--- config.mk ---
export PLATFORM = sky130hd
export DESIGN_NAME = riscv_mem_port_arbiter
export DESIGN_NICKNAME = d
export VERILOG_FILES = /design/src/rtl/riscv_mem_arb_pkg.sv /design/src/rtl/riscv_arb_rr2.sv /design/src/rtl/riscv_mem_port_arbiter.sv
export SDC_FILE = /design/constraint.sdc
export NUM_CORES = 1
export LEC_CHECK = 0
export ABC_AREA = 1
export CAP_MARGIN = 5
export CORE_AREA = 2 2 155 157
export DETAILED_ROUTE_END_ITERATION = 6
export DIE_AREA = 0 0 157 159
export GPL_TIMING_DRIVEN = 0
export PLACE_DENSITY = 0.69
export SLEW_MARGIN = 20
export SYNTH_ARGS = -nofsm -noshare
export SYNTH_HDL_FRONTEND = slang
export SYNTH_HIERARCHICAL = 1
export SYNTH_SLANG_ARGS = --single-unit
--- constraint.sdc ---
create_clock -name aclk -period 2.9 [get_ports aclk]
set_input_delay 0.29 -clock aclk [delete_from_list [all_inputs] [get_ports aclk]]
set_output_delay 0.29 -clock aclk [all_outputs]
set_load 0.03 [all_outputs]
--- src/rtl/riscv_mem_arb_pkg.sv ---
// Shared types for the IF/DM memory-port arbiter: FSM states, owner encoding
// and the AXI OKAY response code.
package riscv_mem_arb_pkg;

    typedef enum logic [2:0] {
        IDLE    = 3'd0,
        RD_ADDR = 3'd1,
        RD_DATA = 3'd2,
        WR_ADDR = 3'd3,
        WR_RESP = 3'd4,
        ACK     = 3'd5
    } arb_state_t;

    typedef enum logic {
        OWN_IF = 1'b0,
        OWN_DM = 1'b1
    } arb_owner_t;

    localparam logic [1:0] AXI_RESP_OKAY = 2'b00;

    function automatic logic resp_is_err(input logic [1:0] resp);
        return (resp != AXI_RESP_OKAY);
    endfunction

endpackage

--- src/rtl/riscv_arb_rr2.sv ---
// Two-input round-robin granter; bit 0 is IF, bit 1 is DM. With both requesting,
// the port that did not win last time is chosen.
module riscv_arb_rr2
    import riscv_mem_arb_pkg::*;
(
    input  logic [1:0] req_i,
    input  arb_owner_t last_grant_i,
    output logic       gnt_valid_o,
    output arb_owner_t grant_o
);

    // Pick the winner from the request pattern and the previous grant
    always_comb begin
        grant_o = last_grant_i;
        case (req_i)
            2'b01:   grant_o = OWN_IF;
            2'b10:   grant_o = OWN_DM;
            2'b11:   grant_o = (last_grant_i == OWN_IF) ? OWN_DM : OWN_IF;
            default: grant_o = last_grant_i;
        endcase
    end

    assign gnt_valid_o = |req_i;

endmodule

--- src/rtl/riscv_mem_port_arbiter.sv ---
// Serialises IF fetches and DM loads/stores onto one AXI-Lite master port,
// one transaction at a time, with a registered single-cycle ack per requester.
module riscv_mem_port_arbiter
    import riscv_mem_arb_pkg::*;
#(
    parameter  int ADDR_WIDTH  = 16,
    parameter  int DATA_WIDTH  = 64,
    parameter  int INSTR_WIDTH = 32,
    localparam int STRB_WIDTH  = DATA_WIDTH / 8
) (
    input  logic                   aclk,
    input  logic                   anreset,
    input  logic                   i_if_req,
    input  logic [ADDR_WIDTH-1:0]  i_if_addr,
    output logic [INSTR_WIDTH-1:0] o_if_rdata,
    output logic                   o_if_ack,
    input  logic                   i_dm_req,
    input  logic                   i_dm_we,
    input  logic [ADDR_WIDTH-1:0]  i_dm_addr,
    input  logic [DATA_WIDTH-1:0]  i_dm_wdata,
    input  logic [STRB_WIDTH-1:0]  i_dm_wstrb,
    output logic [DATA_WIDTH-1:0]  o_dm_rdata,
    output logic                   o_dm_ack,
    output logic                   o_bus_err,
    output logic                   o_busy,
    output logic [ADDR_WIDTH-1:0]  m_axil_awaddr,
    output logic [2:0]             m_axil_awprot,
    output logic                   m_axil_awvalid,
    input  logic                   m_axil_awready,
    output logic [DATA_WIDTH-1:0]  m_axil_wdata,
    output logic [STRB_WIDTH-1:0]  m_axil_wstrb,
    output logic                   m_axil_wvalid,
    input  logic                   m_axil_wready,
    input  logic [1:0]             m_axil_bresp,
    input  logic                   m_axil_bvalid,
    output logic                   m_axil_bready,
    output logic [ADDR_WIDTH-1:0]  m_axil_araddr,
    output logic [2:0]             m_axil_arprot,
    output logic                   m_axil_arvalid,
    input  logic                   m_axil_arready,
    input  logic [DATA_WIDTH-1:0]  m_axil_rdata,
    input  logic [1:0]             m_axil_rresp,
    input  logic                   m_axil_rvalid,
    output logic                   m_axil_rready
);

    localparam int BEAT_OFF = $clog2(STRB_WIDTH);
    localparam int WORD_OFF = $clog2(INSTR_WIDTH / 8);
    localparam int SHIFT_W  = $clog2(DATA_WIDTH);

    arb_state_t              state_q;
    arb_owner_t              owner_q, last_grant_q, grant_d;
    logic                    gnt_valid_d;
    logic [ADDR_WIDTH-1:0]   addr_q, addr_aln_s;
    logic                    we_q;
    logic [DATA_WIDTH-1:0]   wdata_q, dm_rdata_q;
    logic [STRB_WIDTH-1:0]   wstrb_q;
    logic                    arvalid_q, rready_q, awvalid_q, wvalid_q, bready_q;
    logic                    if_ack_q, dm_ack_q, err_q;
    logic [INSTR_WIDTH-1:0]  if_rdata_q, if_word_s;
    logic [SHIFT_W-1:0]      if_shift_s;
    logic                    unused_addr_bits_s;

    riscv_arb_rr2 u_rr2 (
        .req_i        ({i_dm_req, i_if_req}),
        .last_grant_i (last_grant_q),
        .gnt_valid_o  (gnt_valid_d),
        .grant_o      (grant_d)
    );

    assign addr_aln_s = {addr_q[ADDR_WIDTH-1:BEAT_OFF], {BEAT_OFF{1'b0}}};
    // Bit offset of the addressed instruction word inside the returned beat
    assign if_shift_s = {addr_q[BEAT_OFF-1:WORD_OFF], {(WORD_OFF + 3){1'b0}}};
    assign if_word_s  = m_axil_rdata[if_shift_s +: INSTR_WIDTH];
    assign unused_addr_bits_s = ^addr_q[WORD_OFF-1:0];

    // Transaction FSM with all handshake and ack outputs registered
    always_ff @(posedge aclk) begin
        if (!anreset) begin
            state_q      <= IDLE;
            owner_q      <= OWN_IF;
            last_grant_q <= OWN_IF;
            addr_q       <= '0;
            we_q         <= 1'b0;
            wdata_q      <= '0;
            wstrb_q      <= '0;
            arvalid_q    <= 1'b0;
            rready_q     <= 1'b0;
            awvalid_q    <= 1'b0;
            wvalid_q     <= 1'b0;
            bready_q     <= 1'b0;
            if_ack_q     <= 1'b0;
            dm_ack_q     <= 1'b0;
            err_q        <= 1'b0;
            if_rdata_q   <= '0;
            dm_rdata_q   <= '0;
        end else begin
            case (state_q)
                IDLE: begin
                    if (gnt_valid_d) begin
                        owner_q      <= grant_d;
                        last_grant_q <= grant_d;
                        addr_q       <= (grant_d == OWN_DM) ? i_dm_addr : i_if_addr;
                        we_q         <= (grant_d == OWN_DM) && i_dm_we;
                        wdata_q      <= i_dm_wdata;
                        wstrb_q      <= i_dm_wstrb;
                        if ((grant_d == OWN_DM) && i_dm_we) begin
                            state_q   <= WR_ADDR;
                            awvalid_q <= 1'b1;
                            wvalid_q  <= 1'b1;
                        end else begin
                            state_q   <= RD_ADDR;
                            arvalid_q <= 1'b1;
                        end
                    end
                end
                RD_ADDR: begin
                    if (m_axil_arready) begin
                        arvalid_q <= 1'b0;
                        rready_q  <= 1'b1;
                        state_q   <= RD_DATA;
                    end
                end
                RD_DATA: begin
                    if (m_axil_rvalid) begin
                        rready_q <= 1'b0;
                        err_q    <= resp_is_err(m_axil_rresp);
                        if (owner_q == OWN_IF) begin
                            if_rdata_q <= if_word_s;
                        end else begin
                            dm_rdata_q <= m_axil_rdata;
                        end
                        if_ack_q <= (owner_q == OWN_IF);
                        dm_ack_q <= (owner_q == OWN_DM);
                        state_q  <= ACK;
                    end
                end
                WR_ADDR: begin
                    // Address and data channels complete independently, in any order
                    if (m_axil_awready) begin
                        awvalid_q <= 1'b0;
                    end
                    if (m_axil_wready) begin
                        wvalid_q <= 1'b0;
                    end
                    if ((!awvalid_q || m_axil_awready) && (!wvalid_q || m_axil_wready)) begin
                        bready_q <= 1'b1;
                        state_q  <= WR_RESP;
                    end
                end
                WR_RESP: begin
                    if (m_axil_bvalid) begin
                        bready_q <= 1'b0;
                        err_q    <= resp_is_err(m_axil_bresp);
                        if_ack_q <= 1'b0;
                        dm_ack_q <= 1'b1;
                        state_q  <= ACK;
                    end
                end
                ACK: begin
                    if_ack_q <= 1'b0;
                    dm_ack_q <= 1'b0;
                    err_q    <= 1'b0;
                    state_q  <= IDLE;
                end
                default: begin
                    arvalid_q <= 1'b0;
                    rready_q  <= 1'b0;
                    awvalid_q <= 1'b0;
                    wvalid_q  <= 1'b0;
                    bready_q  <= 1'b0;
                    if_ack_q  <= 1'b0;
                    dm_ack_q  <= 1'b0;
                    err_q     <= 1'b0;
                    state_q   <= IDLE;
                end
            endcase
        end
    end

    assign o_if_rdata     = if_rdata_q;
    assign o_if_ack       = if_ack_q;
    assign o_dm_rdata     = dm_rdata_q;
    assign o_dm_ack       = dm_ack_q;
    assign o_bus_err      = err_q;
    assign o_busy         = (state_q != IDLE);
    assign m_axil_awaddr  = addr_aln_s;
    assign m_axil_awprot  = 3'b000;
    assign m_axil_awvalid = awvalid_q;
    assign m_axil_wdata   = wdata_q;
    assign m_axil_wstrb   = wstrb_q;
    assign m_axil_wvalid  = wvalid_q && we_q;
    assign m_axil_bready  = bready_q;
    assign m_axil_araddr  = addr_aln_s;
    assign m_axil_arprot  = 3'b000;
    assign m_axil_arvalid = arvalid_q;
    assign m_axil_rready  = rready_q;

endmodule

==> metrics.log <==
[metrics] result of the run: finished, final reports clean
[metrics] layout cells sized above 1: 7.90%
[metrics] Hold WS: 0.409 ns
[metrics] ratio of routed vias to standard cells: 4.65
[metrics] Clock Latency Late Sink: 0.43 ns
[metrics] final core utilization: 54.6%
[metrics] period utilisation layout: 74.3%
[metrics] TritonCTS clock tree: built
[metrics] Starting Density: 33.7%
[metrics] sum of internal, switching and leakage power: 11.0 mW
[metrics] number of iterations in the first detailed-routing pass: 4
[metrics] total global routing track utilization: 23.7%
[metrics] average routed wire per standard cell: 16.9 µm
[metrics] Hold Crit Class: in2reg
[metrics] cells along the critical path: buf_2 > nor2_4 > nand2_4 > clkdlybuf4s50_1
[metrics] pin count of the biggest net entering global routing: 21
[metrics] Mean Syn Cell Area: 7.58 µm²
[metrics] setup repair after global routing missed its margin: no
[metrics] final wirelength: 30.1 mm
[metrics] kind of capture point of the worst setup path: output pin
[metrics] sort of element at the start of the critical path: register
[metrics] Area growth, synth to finish: 61.8%
[metrics] count of vias placed by the detailed router: 8271
[metrics] prevailing post-synth register cell: sky130_fd_sc_hd__dfxtp_1
[metrics] number of warning messages in the yosys log: 6
[metrics] register-to-register path setup slack: 1.06 ns
[metrics] # Max-Cap Violations: 0
[metrics] vias in the first global route: 8203
[metrics] Post-DRT Antenna Nets: 0
[metrics] synthesized cell area: 0.00783 mm²
[metrics] Setup Skew: 0.0171 ns
[metrics] Die Ht: 159 µm
[metrics] clk slew on worst S/H paths: 0.08 ns
[metrics] initial antenna violation count: 2
[metrics] number of sinks driven by the clock tree: 195
[metrics] total DRC errors in the routed layout: 0
[metrics] top cell types by occurrence after synthesis: 202 x sky130_fd_sc_hd__nand2_1, 195 x sky130_fd_sc_hd__dfxtp_1, 144 x sky130_fd_sc_hd__nor2_1, 141 x sky130_fd_sc_hd__o21ai_0, 128 x sky130_fd_sc_hd__a21oi_1
[metrics] final total negative setup slack: 0 ns
[metrics] number of setup violations in the final report: 0
[metrics] cell with the most instances after synthesis: sky130_fd_sc_hd__nand2_1
[metrics] CTS H-tree lvls: 4
[metrics] die span in x: 157 µm
[metrics] Post CTS Setup Buffer Count: 0
[metrics] RD Place Congestion: 0.904
[metrics] Critical Path RT: 2.61 ns
[metrics] worst slew margin relative to its limit: 53.9%
[metrics] library cell with the largest summed area after synthesis: sky130_fd_sc_hd__dfxtp_1
[metrics] maximum clock frequency: 464 MHz
[metrics] count of endpoints failing hold in the final timing report: 0
[metrics] slowest cell delay on critical path: 0.71 ns
[metrics] post-cts sizing count: 0
[metrics] I/O pin total: 397
[metrics] worst voltage drop across the vdd grid: 0.000358 V
[metrics] share of the yosys chip area belonging to registers: 49.9%
[metrics] proportion of register bits with asynchronous set or reset after synthesis: 0%
[metrics] synthesized flop and latch total: 195
[metrics] cell at the slowest stage of the critical path: sky130_fd_sc_hd__clkdlybuf4s50_1
[metrics] data arrival time of the worst path: 1.86 ns
[metrics] post-synthesis cell count: 1033
[metrics] CTS buffer count: 17
[metrics] std cell rows: 56
[metrics] clock root cell: sky130_fd_sc_hd__clkbuf_16
[metrics] quantity of hold-fixing buffers added after cts: 0
[metrics] total leakage power: 5.22 nW
[metrics] top cells by area, synth: sky130_fd_sc_hd__dfxtp_1 50%, sky130_fd_sc_hd__nand2_1 9.7%, sky130_fd_sc_hd__o21ai_0 9.0%
[metrics] critical path peak fanout: 9
[metrics] top-area cell type share of the netlist area: 49.9%
[metrics] Post-synth EDFFs: 0
[metrics] Clock Path Buffers: 2
[metrics] violation count after the first detailed-routing iteration: 408
[metrics] critical path type: reg2out
[metrics] Layout fillers: 2203
[metrics] library cells used by synthesis: 29
[metrics] NumNets Final: 1625
[metrics] measured slew at the worst slew-check pin: 0.692 ns
[metrics] Die Outline Area: 0.0250 mm²
[metrics] power per unit of standard cell area: 867 mW/mm²
[metrics] global-route wire length before repair: 45.8 mm
[metrics] HPWL after DPL: 23.5 mm
[metrics] pre-CTS setup slack: 0.621 ns
[metrics] placeable core region: 0.0232 mm²
[metrics] Final WS setup: 0.746 ns
[metrics] Pins Over Slew Limit: 0
[metrics] fin crit period: 2.15 ns
[metrics] Port Buf Inserts: 380
[metrics] global route total overflow: 0
## routing by layer
layer,part of all wire (%),routed length (µm),track usage (%)
met3,9.5,2860,9.04
met4,2.5,754,7.55
met1,40,11900,26.6
met5,0,0,0
met2,48,14600,41.2
## per-stage QoR
stage,instances,cell area [µm²]
global route,1775,12700
floorplan,1044,7870
detailed placement,1743,12100
global placement,1743,12100
CTS,1775,12700
finish,1777,12700
## cells by family (layout without fill, tap and decap cells)
family / after synthesis / count (layout) / share of synthesized area [%]
other: 1 / 14 / 0.0479
muxes: 14 / 14 / 1.79
AOI/OAI and AO/OA: 281 / 281 / 18.0
buffers and inverters: 166 / 578 / 10.8
and+or+nand+nor: 376 / 376 / 19.4
DFF: 195 / 195 / 49.9
## state kept, by name, summed over array words and instances (netlist names)
signal,count
o_dm_ack,1
o_dm_rdata,64
addr_q,14
we_q,1
m_axil_awvalid,1
state_q,3
o_if_rdata,32
wvalid_q,1
m_axil_wstrb,8
last_grant_q,1
o_if_ack,1
m_axil_arvalid,1
m_axil_rready,1
m_axil_bready,1
o_bus_err,1
m_axil_wdata,64
## report_power, final
group	switching (mW)	total (mW)	internal [mW]
combinational	3.12	5.14	2.02
sequential	0.289	3.49	3.20
clock	1.19	2.36	1.17
## worst max-delay path: cells and delay by family, from the launching register on
family | cells | cell delay [ns]
buf+inv | 2 | 0.92
flops | 1 | 0.30
simple gates | 2 | 0.21
## area by class of cell
type	instances	area [µm²]	share of cell area, %
plain buffers	108	627	4.95
clock inverters	14	159	1.25
inverters	58	221	1.75
repair buffers	380	3800	30.0
multi-input cells	683	3120	24.6
flip-flops and latches	195	3900	30.8
diodes	2	5.00	0.0395
well taps	319	399	3.15
clock buffers	18	429	3.39
## path summary, 6_finish.rpt
check / startpoint / to / cells past startpoint
hold / removal: i_dm_wdata[11] / m_axil_wdata[11] / 3
setup / recovery: state_q[0] / o_busy / 4
hold reg to reg: m_axil_rready / m_axil_rready / 2
setup reg to reg: last_grant_q / addr_q[14] / 6
## cells in the final DEF, fill, tap and decap left out, types with 2 or more instances in the layout
cell type / count
sky130_fd_sc_hd__clkdlybuf4s50_1: 380
sky130_fd_sc_hd__nand2_1: 202
sky130_fd_sc_hd__dfxtp_1: 195
sky130_fd_sc_hd__nor2_1: 144
sky130_fd_sc_hd__o21ai_0: 141
sky130_fd_sc_hd__a21oi_1: 128
sky130_fd_sc_hd__inv_1: 55
sky130_fd_sc_hd__buf_4: 41
sky130_fd_sc_hd__buf_2: 30
sky130_fd_sc_hd__clkbuf_1: 30
sky130_fd_sc_hd__nand3_1: 18
sky130_fd_sc_hd__clkbuf_16: 17
sky130_fd_sc_hd__mux2i_1: 14
sky130_fd_sc_hd__conb_1: 12
sky130_fd_sc_hd__o21ai_1: 10
sky130_fd_sc_hd__buf_6: 4
sky130_fd_sc_hd__buf_1: 4
sky130_fd_sc_hd__inv_8: 4
sky130_fd_sc_hd__inv_6: 3
sky130_fd_sc_hd__clkinv_8: 3
sky130_fd_sc_hd__diode_2: 2
sky130_fd_sc_hd__clkinv_2: 2
sky130_fd_sc_hd__nor3_4: 2
sky130_fd_sc_hd__nand4_1: 2
sky130_fd_sc_hd__nand3b_1: 2
sky130_fd_sc_hd__clkinv_4: 2
(Power assumes the default switching activity.)
